<file path="config.mk">
export PLATFORM = sky130hd
export DESIGN_NAME = mmio_led_streamer
export DESIGN_NICKNAME = d
export VERILOG_FILES = /design/src/rtl/mmio_led_streamer_pkg.sv /design/src/rtl/mmio_led_streamer_sync_fifo.sv /design/src/rtl/mmio_led_streamer.sv
export SDC_FILE = /design/constraint.sdc
export NUM_CORES = 1
export LEC_CHECK = 0
export ABC_AREA = 1
export CAP_MARGIN = 15
export CORE_MARGIN = 8
export CORE_UTILIZATION = 55
export DETAILED_ROUTE_END_ITERATION = 16
export HOLD_SLACK_MARGIN = 0.12
export PLACE_DENSITY = 0.73
export SETUP_SLACK_MARGIN = 0.02
export SLEW_MARGIN = 25
export SYNTH_ARGS = -nofsm -noshare
export SYNTH_HDL_FRONTEND = slang
export SYNTH_SLANG_ARGS = --single-unit
</file>
<file path="constraint.sdc">
create_clock -name clock -period 13 [get_ports clock]
set_input_delay 3.9 -clock clock [delete_from_list [all_inputs] [get_ports clock]]
set_output_delay 3.9 -clock clock [all_outputs]
set_load 0.005 [all_outputs]
</file>
<file path="src/rtl/mmio_led_streamer_pkg.sv">
// Shared types and constants for the MMIO APA102 LED streamer.
package led_streamer_pkg;

    typedef enum logic [2:0] {IDLE, START, LOAD, PIXEL, END} state_t;

    localparam logic [31:0] DEF_PIX_ADDR  = 32'h0000_0F00;
    localparam logic [31:0] DEF_CTRL_ADDR = 32'h0000_0F01;
    localparam logic [31:0] DEF_STAT_ADDR = 32'h0000_0F02;

    localparam int OVF_BIT    = 9;
    localparam int BUSY_BIT   = 8;
    localparam int FRAME_BITS = 32;

endpackage

</file>
<file path="src/rtl/mmio_led_streamer_sync_fifo.sv">
// First-word-fall-through synchronous FIFO; a push into a full FIFO is accepted when a pop lands in the same cycle.
module sync_fifo #(
    parameter int DATA_WIDTH = 32,
    parameter int DEPTH      = 16
) (
    input  logic                    clock,
    input  logic                    reset,
    input  logic                    push,
    input  logic                    pop,
    input  logic [DATA_WIDTH-1:0]   din,
    output logic [DATA_WIDTH-1:0]   dout,
    output logic                    full,
    output logic                    empty,
    output logic [$clog2(DEPTH):0]  count
);
    localparam int AW = $clog2(DEPTH);

    logic [DATA_WIDTH-1:0] mem [DEPTH];
    logic [AW-1:0]         wr_ptr, rd_ptr;
    logic                  do_push, do_pop;

    assign full    = (count == (AW+1)'(DEPTH));
    assign empty   = (count == '0);
    assign dout    = mem[rd_ptr];
    assign do_pop  = pop && !empty;
    assign do_push = push && (!full || do_pop);

    always_ff @(posedge clock) begin
        if (!reset) begin
            wr_ptr <= '0;
            rd_ptr <= '0;
            count  <= '0;
        end else begin
            if (do_push) wr_ptr <= wr_ptr + 1'b1;
            if (do_pop)  rd_ptr <= rd_ptr + 1'b1;
            case ({do_push, do_pop})
                2'b10:   count <= count + 1'b1;
                2'b01:   count <= count - 1'b1;
                default: ;
            endcase
        end
    end

    always_ff @(posedge clock) begin
        if (do_push) mem[wr_ptr] <= din;
    end

endmodule

</file>
<file path="src/rtl/mmio_led_streamer.sv">
// Store-bus peripheral: queues APA102 pixel words and serializes one strip refresh per control store.
module mmio_led_streamer
    import led_streamer_pkg::*;
#(
    parameter logic [31:0] PIX_ADDR   = DEF_PIX_ADDR,
    parameter logic [31:0] CTRL_ADDR  = DEF_CTRL_ADDR,
    parameter logic [31:0] STAT_ADDR  = DEF_STAT_ADDR,
    parameter int          FIFO_DEPTH = 16,
    parameter int          NUM_LEDS   = 8,
    parameter int          CLK_DIV    = 4,
    parameter int          END_BITS   = 32
) (
    input  logic        clock,
    input  logic        reset,
    input  logic        wren,
    input  logic [31:0] address_dmem,
    input  logic [31:0] data,
    output logic [31:0] q_status,
    output logic        q_status_valid,
    output logic        sck,
    output logic        sdo,
    output logic        busy
);
    localparam int CW = $clog2(FIFO_DEPTH) + 1;
    localparam int DW = $clog2(2*CLK_DIV + 1);
    localparam int BW = (END_BITS > 63) ? $clog2(END_BITS + 1) : 6;
    localparam int LW = $clog2(NUM_LEDS + 1);

    localparam logic [DW-1:0] DIV_HI   = DW'(CLK_DIV);
    localparam logic [DW-1:0] DIV_LAST = DW'(2*CLK_DIV - 1);
    localparam logic [BW-1:0] WORD_END = BW'(FRAME_BITS - 1);
    localparam logic [BW-1:0] END_DONE = BW'(END_BITS);
    localparam logic [LW-1:0] LED_LAST = LW'(NUM_LEDS - 1);

    state_t            state, state_n;
    logic [DW-1:0]     div, div_n;
    logic [BW-1:0]     bit_cnt, bit_n;
    logic [LW-1:0]     led_cnt, led_n;
    logic [31:0]       shreg, shreg_n;
    logic              overflow, pop, bit_end;
    logic              push_req, ctrl_wr;
    logic [31:0]       fifo_dout;
    logic              fifo_full, fifo_empty;
    logic [CW-1:0]     fifo_count;

    assign push_req       = wren && (address_dmem == PIX_ADDR);
    assign ctrl_wr        = wren && (address_dmem == CTRL_ADDR);
    assign q_status_valid = (address_dmem == STAT_ADDR);
    assign busy           = (state != IDLE);
    assign sck            = (div >= DIV_HI);
    assign sdo            = shreg[31];
    assign bit_end        = (div == DIV_LAST);

    always_comb begin
        q_status           = '0;
        q_status[4:0]      = 5'(fifo_count);
        q_status[BUSY_BIT] = busy;
        q_status[OVF_BIT]  = overflow;
    end

    sync_fifo #(.DATA_WIDTH(32), .DEPTH(FIFO_DEPTH)) u_fifo (
        .clock (clock),
        .reset (reset),
        .push  (push_req),
        .pop   (pop),
        .din   (data),
        .dout  (fifo_dout),
        .full  (fifo_full),
        .empty (fifo_empty),
        .count (fifo_count)
    );

    always_ff @(posedge clock) begin
        if (!reset) begin
            state   <= IDLE;
            div     <= '0;
            bit_cnt <= '0;
            led_cnt <= '0;
            shreg   <= '0;
        end else begin
            state   <= state_n;
            div     <= div_n;
            bit_cnt <= bit_n;
            led_cnt <= led_n;
            shreg   <= shreg_n;
        end
    end

    // sdo is the shift register MSB: zeros for the start frame, ones for the end frame.
    always_comb begin
        state_n = state;
        div_n   = div;
        bit_n   = bit_cnt;
        led_n   = led_cnt;
        shreg_n = shreg;
        pop     = 1'b0;
        if (state inside {START, PIXEL} || (state == END && bit_cnt != END_DONE))
            div_n = bit_end ? '0 : div + 1'b1;
        case (state)
            IDLE: if (ctrl_wr && data[0]) begin
                state_n = START;
                div_n   = '0;
                bit_n   = '0;
                shreg_n = '0;
            end
            START: if (bit_end) begin
                if (bit_cnt == WORD_END) begin
                    state_n = LOAD;
                    led_n   = '0;
                end else begin
                    bit_n = bit_cnt + 1'b1;
                end
            end
            LOAD: if (!fifo_empty) begin
                pop     = 1'b1;
                shreg_n = fifo_dout;
                bit_n   = '0;
                state_n = PIXEL;
            end
            PIXEL: if (bit_end) begin
                // The last pixel bit is not shifted out so an underflow stall holds sdo.
                if (bit_cnt == WORD_END) begin
                    if (led_cnt == LED_LAST) begin
                        state_n = END;
                        bit_n   = '0;
                        shreg_n = '1;
                    end else begin
                        led_n   = led_cnt + 1'b1;
                        state_n = LOAD;
                    end
                end else begin
                    bit_n   = bit_cnt + 1'b1;
                    shreg_n = {shreg[30:0], 1'b0};
                end
            end
            END: begin
                if (bit_cnt == END_DONE) begin
                    state_n = IDLE;
                    shreg_n = '0;
                end else if (bit_end) begin
                    bit_n = bit_cnt + 1'b1;
                end
            end
            default: state_n = IDLE;
        endcase
    end

    // A set from a dropped push takes priority over a same-cycle clear.
    always_ff @(posedge clock) begin
        if (!reset)
            overflow <= 1'b0;
        else if (push_req && fifo_full && !pop)
            overflow <= 1'b1;
        else if (ctrl_wr && data[1])
            overflow <= 1'b0;
    end

endmodule

</file>
---- Yosys cells after proc, flatten, opt, wreduce, memory -nomap -nowiden ----
Memory sizes are Yosys's and may differ from the RTL's. A register that Yosys moved wholly into a read port is not among the register bits.
Index checks and enable logic that the tools add are counted.
Widths: inputs -> output; s select.
storage, ports and cells
  output and inout port bits .............. 36
  RAM bits ................................ 512
  flip-flop bits (word level) ............. 63
  memories kept ........................... 1
  bits of input ports ..................... 67
cells by class
  add/subtract/negate cells ............... 7
  reduce and logical (&&, ||, !) cells .... 26
  equal/unequal tests ..................... 27
  multiplexer cells ....................... 45
  $lt $le $gt $ge ......................... 1
memories
  memory      words  width  read ports  clocked after memory_dff  write ports  line                               source
  u_fifo.mem  16     32     1           1                         1            mmio_led_streamer_sync_fifo.sv:18  logic [DATA_WIDTH-1:0] mem [DEPTH];
operators with widths
  kind                  count
  $mux 32               6
  $pmux 32 s4           1
  $eq 32x12->1 const B  3
  $mux 6                9
  $mux 4                11
  $pmux 6 s5            1
  $mux 3                8
  $add 4x1->4 const B   4
  $ne 2x2->1 const B    8
  $pmux 3 s5            1
  $reduce_and 6->1      2
  $pmux 5 s2            1
  $logic_and 1x1->1     9
  $reduce_and 9->1      1
  $eq 4x3->1 const B    2
  $pmux 4 s2            1
  $reduce_and 7->1      1
  $add 6x1->6 const B   1
  $eq 3x2->1 const B    2
  $eq 6x5->1 const B    1
  $eq 6x6->1 const B    1
  $mux 1                6
  $ne 2x1->1 const B    3
  $ne 6x6->1 const B    1
  17 further kinds      22

---- Longest topological paths before layout ----
  depth after elaboration ................. 8
  mapped depth ............................ 17
  gate-level depth less buffers ........... 17

---- Cells and area by module ----
From an unflattened synthesis, not the netlist that was laid out.
unflattened totals
  cells, all modules ...................... 2298
  area, all modules ....................... 25283.0 sq um
by module, submodules not included
  module             seq. area each (sq um)  instances  area an instance (sq um)  cells an instance
  sync_fifo          15715.1                 1          21834.7                   1746
  mmio_led_streamer  1001.0                  1          3448.3                    552

---- Worst setup path after synthesis ----
Ideal clock, no wire load.
  path kind ............................... input -> output
  start point ............................. input address_dmem[16]
  end point ............................... output q_status_valid
  stages .................................. 7
  slack ................................... 4.505 ns
  arrival ................................. 4.595 ns
  buffers on the path ..................... 0
  path through ............................ inv_1 -> nand2_1 -> nor2_1 -> nand2_1 -> nor2_1 -> inv_1 -> nor3_1
on the way
  cells in the longest elaborated chain, start to end .. 1
ends and longest elaborated chain
  element          line                     source
  start, declared  mmio_led_streamer.sv:16  input logic [31:0] address_dmem,
  $eq 32x12->1     mmio_led_streamer.sv:48  assign q_status_valid = (address_dmem == STAT_ADDR);
  end, declared    mmio_led_streamer.sv:19  output logic q_status_valid,
No other way between the ends.

---- Final worst setup path ----
  start point ............................. input address_dmem[29]
  end point ............................... output q_status_valid
Same word-level chain as after synthesis.

==> impl_metrics.env <==
export IMPL_outcome="finished, final reports clean"
export IMPL_finalWeightedCongestion=0.834
export IMPL_synth_area_um2=25200
export IMPL_power_per_cell_area_nw_per_um2=148
export IMPL_worst_clock_skew_ns=0.0155
export IMPL_ys_flop_type="sky130_fd_sc_hd__edfxtp_1"
export IMPL_initial_core_utilization_pct=55.6
export IMPL_path_category_of_the_worst_min_delay_check="register to register"
export IMPL_final_layout_size_suffix_gt1_share_pct=5.80
export IMPL_synth_async_sr_flop_share_pct=0
export IMPL_portBuffers=77
export IMPL_critPathLaunch="address_dmem[29]"
export IMPL_worstPathRequired_ns=9.10
export IMPL_io_pin_count=103
export IMPL_top_cell_types_by_occurrence_after_synthesis="sky130_fd_sc_hd__nand2_1, sky130_fd_sc_hd__edfxtp_1, sky130_fd_sc_hd__nor2_1"
export IMPL_postSynthAreaPerCell_um2=9.91
export IMPL_via_count=17400
export IMPL_rows=78
export IMPL_avgRoutedWirePerCell_um=18.3
export IMPL_cells_after_synth=2543
export IMPL_number_of_design_rule_violations_left_by_the_first_detailed_router_iteration=1697
export IMPL_wire_length_of_the_first_global_routing_pass_mm=92.3
export IMPL_yosys_cell_types_count=40
export IMPL_setup_total_negative_slack_ns=0
export IMPL_core_area_um2=45300
export IMPL_worstHoldStart="overflow"
export IMPL_clock_tree_from_tritoncts="built"
export IMPL_worst_skew_pair_late_latency_ns=0.61
export IMPL_path_clk_slew_ns=0.06
export IMPL_vias_per_cell=5.41
export IMPL_yosysTopAreaCell="sky130_fd_sc_hd__edfxtp_1"
export IMPL_grt_max_degree=104
export IMPL_antenna_violations_before_repair=1
export IMPL_pre_cts_ws_ns=3.43
export IMPL_crit_reg2reg_launch="state[2]"
export IMPL_dpl_hpwl_mm=32.3
export IMPL_final_setup_violation_count=0
export IMPL_leakage_nw=11.1
export IMPL_maxCapViolations=0
export IMPL_synth_top_cells_by_area="sky130_fd_sc_hd__edfxtp_1, sky130_fd_sc_hd__nand2_1, sky130_fd_sc_hd__dfxtp_1"
export IMPL_yosys_cell_count_top_type="sky130_fd_sc_hd__nand2_1"
export IMPL_p_total_mw=4.16
export IMPL_areaGrowthSynthToFinish_pct=11.7
export IMPL_ys_ff_latch=579
export IMPL_detailedRoute_firstPassIterationCount=6
export IMPL_tightest_slew_ns=1.02
export IMPL_synth_yosys_seq_area_share_pct=66.4
export IMPL_crit_path_capture_type="output port"
export IMPL_route_final_wire_length_mm=59.0
export IMPL_global_route_usage_met1_pct=28.8
export IMPL_cp_data_arrival_time_ns=5.64
export IMPL_die_area_um2=52900
export IMPL_timing_max_transition_violations_final=0
export IMPL_slew_headroom_pct=31.9
export IMPL_cts_max_path_buffers=3
export IMPL_timing_critical_path_fanout_max=4
export IMPL_cts_sink_count=579
export IMPL_h_tree_depth=2
export IMPL_utilization_pct=62.1
export IMPL_floorplan_die_width_um=230
export IMPL_cts_root_buf="sky130_fd_sc_hd__clkbuf_16"
export IMPL_ctsHoldBuffers=0
export IMPL_layoutNonFillerInstCount=3223
export IMPL_grt_util_all_layers_pct=22.0
export IMPL_min_period_ns=9.54
export IMPL_timing_fmax_ghz=0.105
export IMPL_fin_crit_sh_pct=73.4
export IMPL_vias_in_the_first_global_route=17000
export IMPL_met2_routing_resource_usage_after_global_routing_pct=36.2
export IMPL_netlist_area_leader_share_pct=61.0
export IMPL_layout_setup_ws_ns=3.46
export IMPL_synth_enable_flop_cells=512
export IMPL_remaining_drc_errors=0
export IMPL_globalRoute_busiestLayer="met2"
export IMPL_nNetsFinal=2659
export IMPL_postLayoutCellArea_um2=28100
export IMPL_dpl_cell_count=3121
export IMPL_globalRouteMet3Util_pct=3.67
export IMPL_final_hold_viol_count=0
export IMPL_cts_resized=0
export IMPL_drt_antenna_net_count=0
export IMPL_cp_start_kind="input pin"
export IMPL_worst_ir_drop_vdd_mv=0.113
export IMPL_placement_cell_area_um2=26300
export IMPL_cts_buffers_inserted=56
export IMPL_overall_overflow_remaining_after_global_route=0
export IMPL_worst_r2r_setup_slack_ns=9.12
export IMPL_post_cts_setup_driven_buffer_insertion_count=0
export IMPL_fin_worst_hold_slack_ns=0.469
export IMPL_rsz0062_at_grt="false"
export IMPL_critical_path_class="input pin to output port"
export IMPL_die_height_um=230
export IMPL_synth_warnings=0
registers in the layout, indices dropped and copies added (netlist names), 3 cells and up, named ones only:
name           flops
u_fifo.mem       512
shreg             32
bit_cnt            6
u_fifo.count       5
div                4
led_cnt            4
u_fifo.rd_ptr      4
u_fifo.wr_ptr      4
state              3
power by group:
| group | total, mW | switching (mW) | internal (mW) |
|---|---|---|---|
| clock | 1.61 | 0.667 | 0.942 |
| sequential | 2.10 | 0.0259 | 2.07 |
| combinational | 0.450 | 0.297 | 0.153 |
critical path, cell delays in order:
cell                              delay (ns)
sky130_fd_sc_hd__clkdlybuf4s50_1        0.41
sky130_fd_sc_hd__nor2_1                 0.11
sky130_fd_sc_hd__and2_1                 0.13
sky130_fd_sc_hd__nand2_1                0.05
sky130_fd_sc_hd__nor2_1                 0.19
sky130_fd_sc_hd__inv_1                  0.12
sky130_fd_sc_hd__nor3_1                 0.19
sky130_fd_sc_hd__clkdlybuf4s50_1        0.54
final cells by class:
type	instances	area (um2)
repair buffers	109	1010
flip-flops and latches	579	16700
clock inverters	28	294
inverters	161	609
diodes	1	2.50
multi-input cells	1672	7210
well taps	600	751
clock buffers	73	1530
fillers	3562	17200
worst paths after layout:
path	to	cells after the start
worst max-delay path	q_status_valid	8
worst min-delay path	overflow	2
worst max register to register	u_fifo.mem[9][23]	10
worst min register to register	overflow	2
logic make-up after synthesis:
group	Yosys count	synth area share, %
AO/OA/AOI/OAI	136	2.74
XOR/XNOR	15	0.522
adder cells (fa/ha/maj)	13	0.646
buffers and inverters	316	5.87
flip-flops	579	66.4
multiplexers	1	0.0397
other	1	0.0149
AND/OR/NAND/NOR	1482	23.8
layout by cell type (no fill, tap or decap), types with 2 or more instances in the layout:
cell,n
sky130_fd_sc_hd__nand4_1,7
sky130_fd_sc_hd__nor2_2,4
sky130_fd_sc_hd__bufinv_16,6
sky130_fd_sc_hd__o21ai_1,6
sky130_fd_sc_hd__nor3_2,2
sky130_fd_sc_hd__nand2_2,2
sky130_fd_sc_hd__clkbuf_8,4
sky130_fd_sc_hd__nor2_4,17
sky130_fd_sc_hd__clkbuf_1,12
sky130_fd_sc_hd__nor2_1,241
sky130_fd_sc_hd__dfxtp_1,63
sky130_fd_sc_hd__buf_4,31
sky130_fd_sc_hd__xnor2_1,3
sky130_fd_sc_hd__dfxtp_4,2
sky130_fd_sc_hd__xor2_1,12
sky130_fd_sc_hd__edfxtp_1,512
sky130_fd_sc_hd__conb_1,25
sky130_fd_sc_hd__clkinv_1,13
sky130_fd_sc_hd__inv_1,153
sky130_fd_sc_hd__nand2_1,941
sky130_fd_sc_hd__clkbuf_16,57
sky130_fd_sc_hd__ha_1,13
sky130_fd_sc_hd__dfxtp_2,2
sky130_fd_sc_hd__inv_2,6
sky130_fd_sc_hd__o21ai_0,103
sky130_fd_sc_hd__a21oi_1,23
sky130_fd_sc_hd__clkinv_2,8
sky130_fd_sc_hd__nand3b_1,2
sky130_fd_sc_hd__nand3_1,254
sky130_fd_sc_hd__nor3_1,4
sky130_fd_sc_hd__clkdlybuf4s50_1,76
layer usage:
metal / wire, um / vias to the layer above / part of all wire [%]
met4: 2230 / 0 / 3.8
met5: 0 / - / 0
met3: 4140 / 150 / 7.0
met1: 24500 / 8267 / 42
met2: 28100 / 643 / 48
li1: - / 8383 / -
No activity file was read; power rests on OpenSTA's default activity.
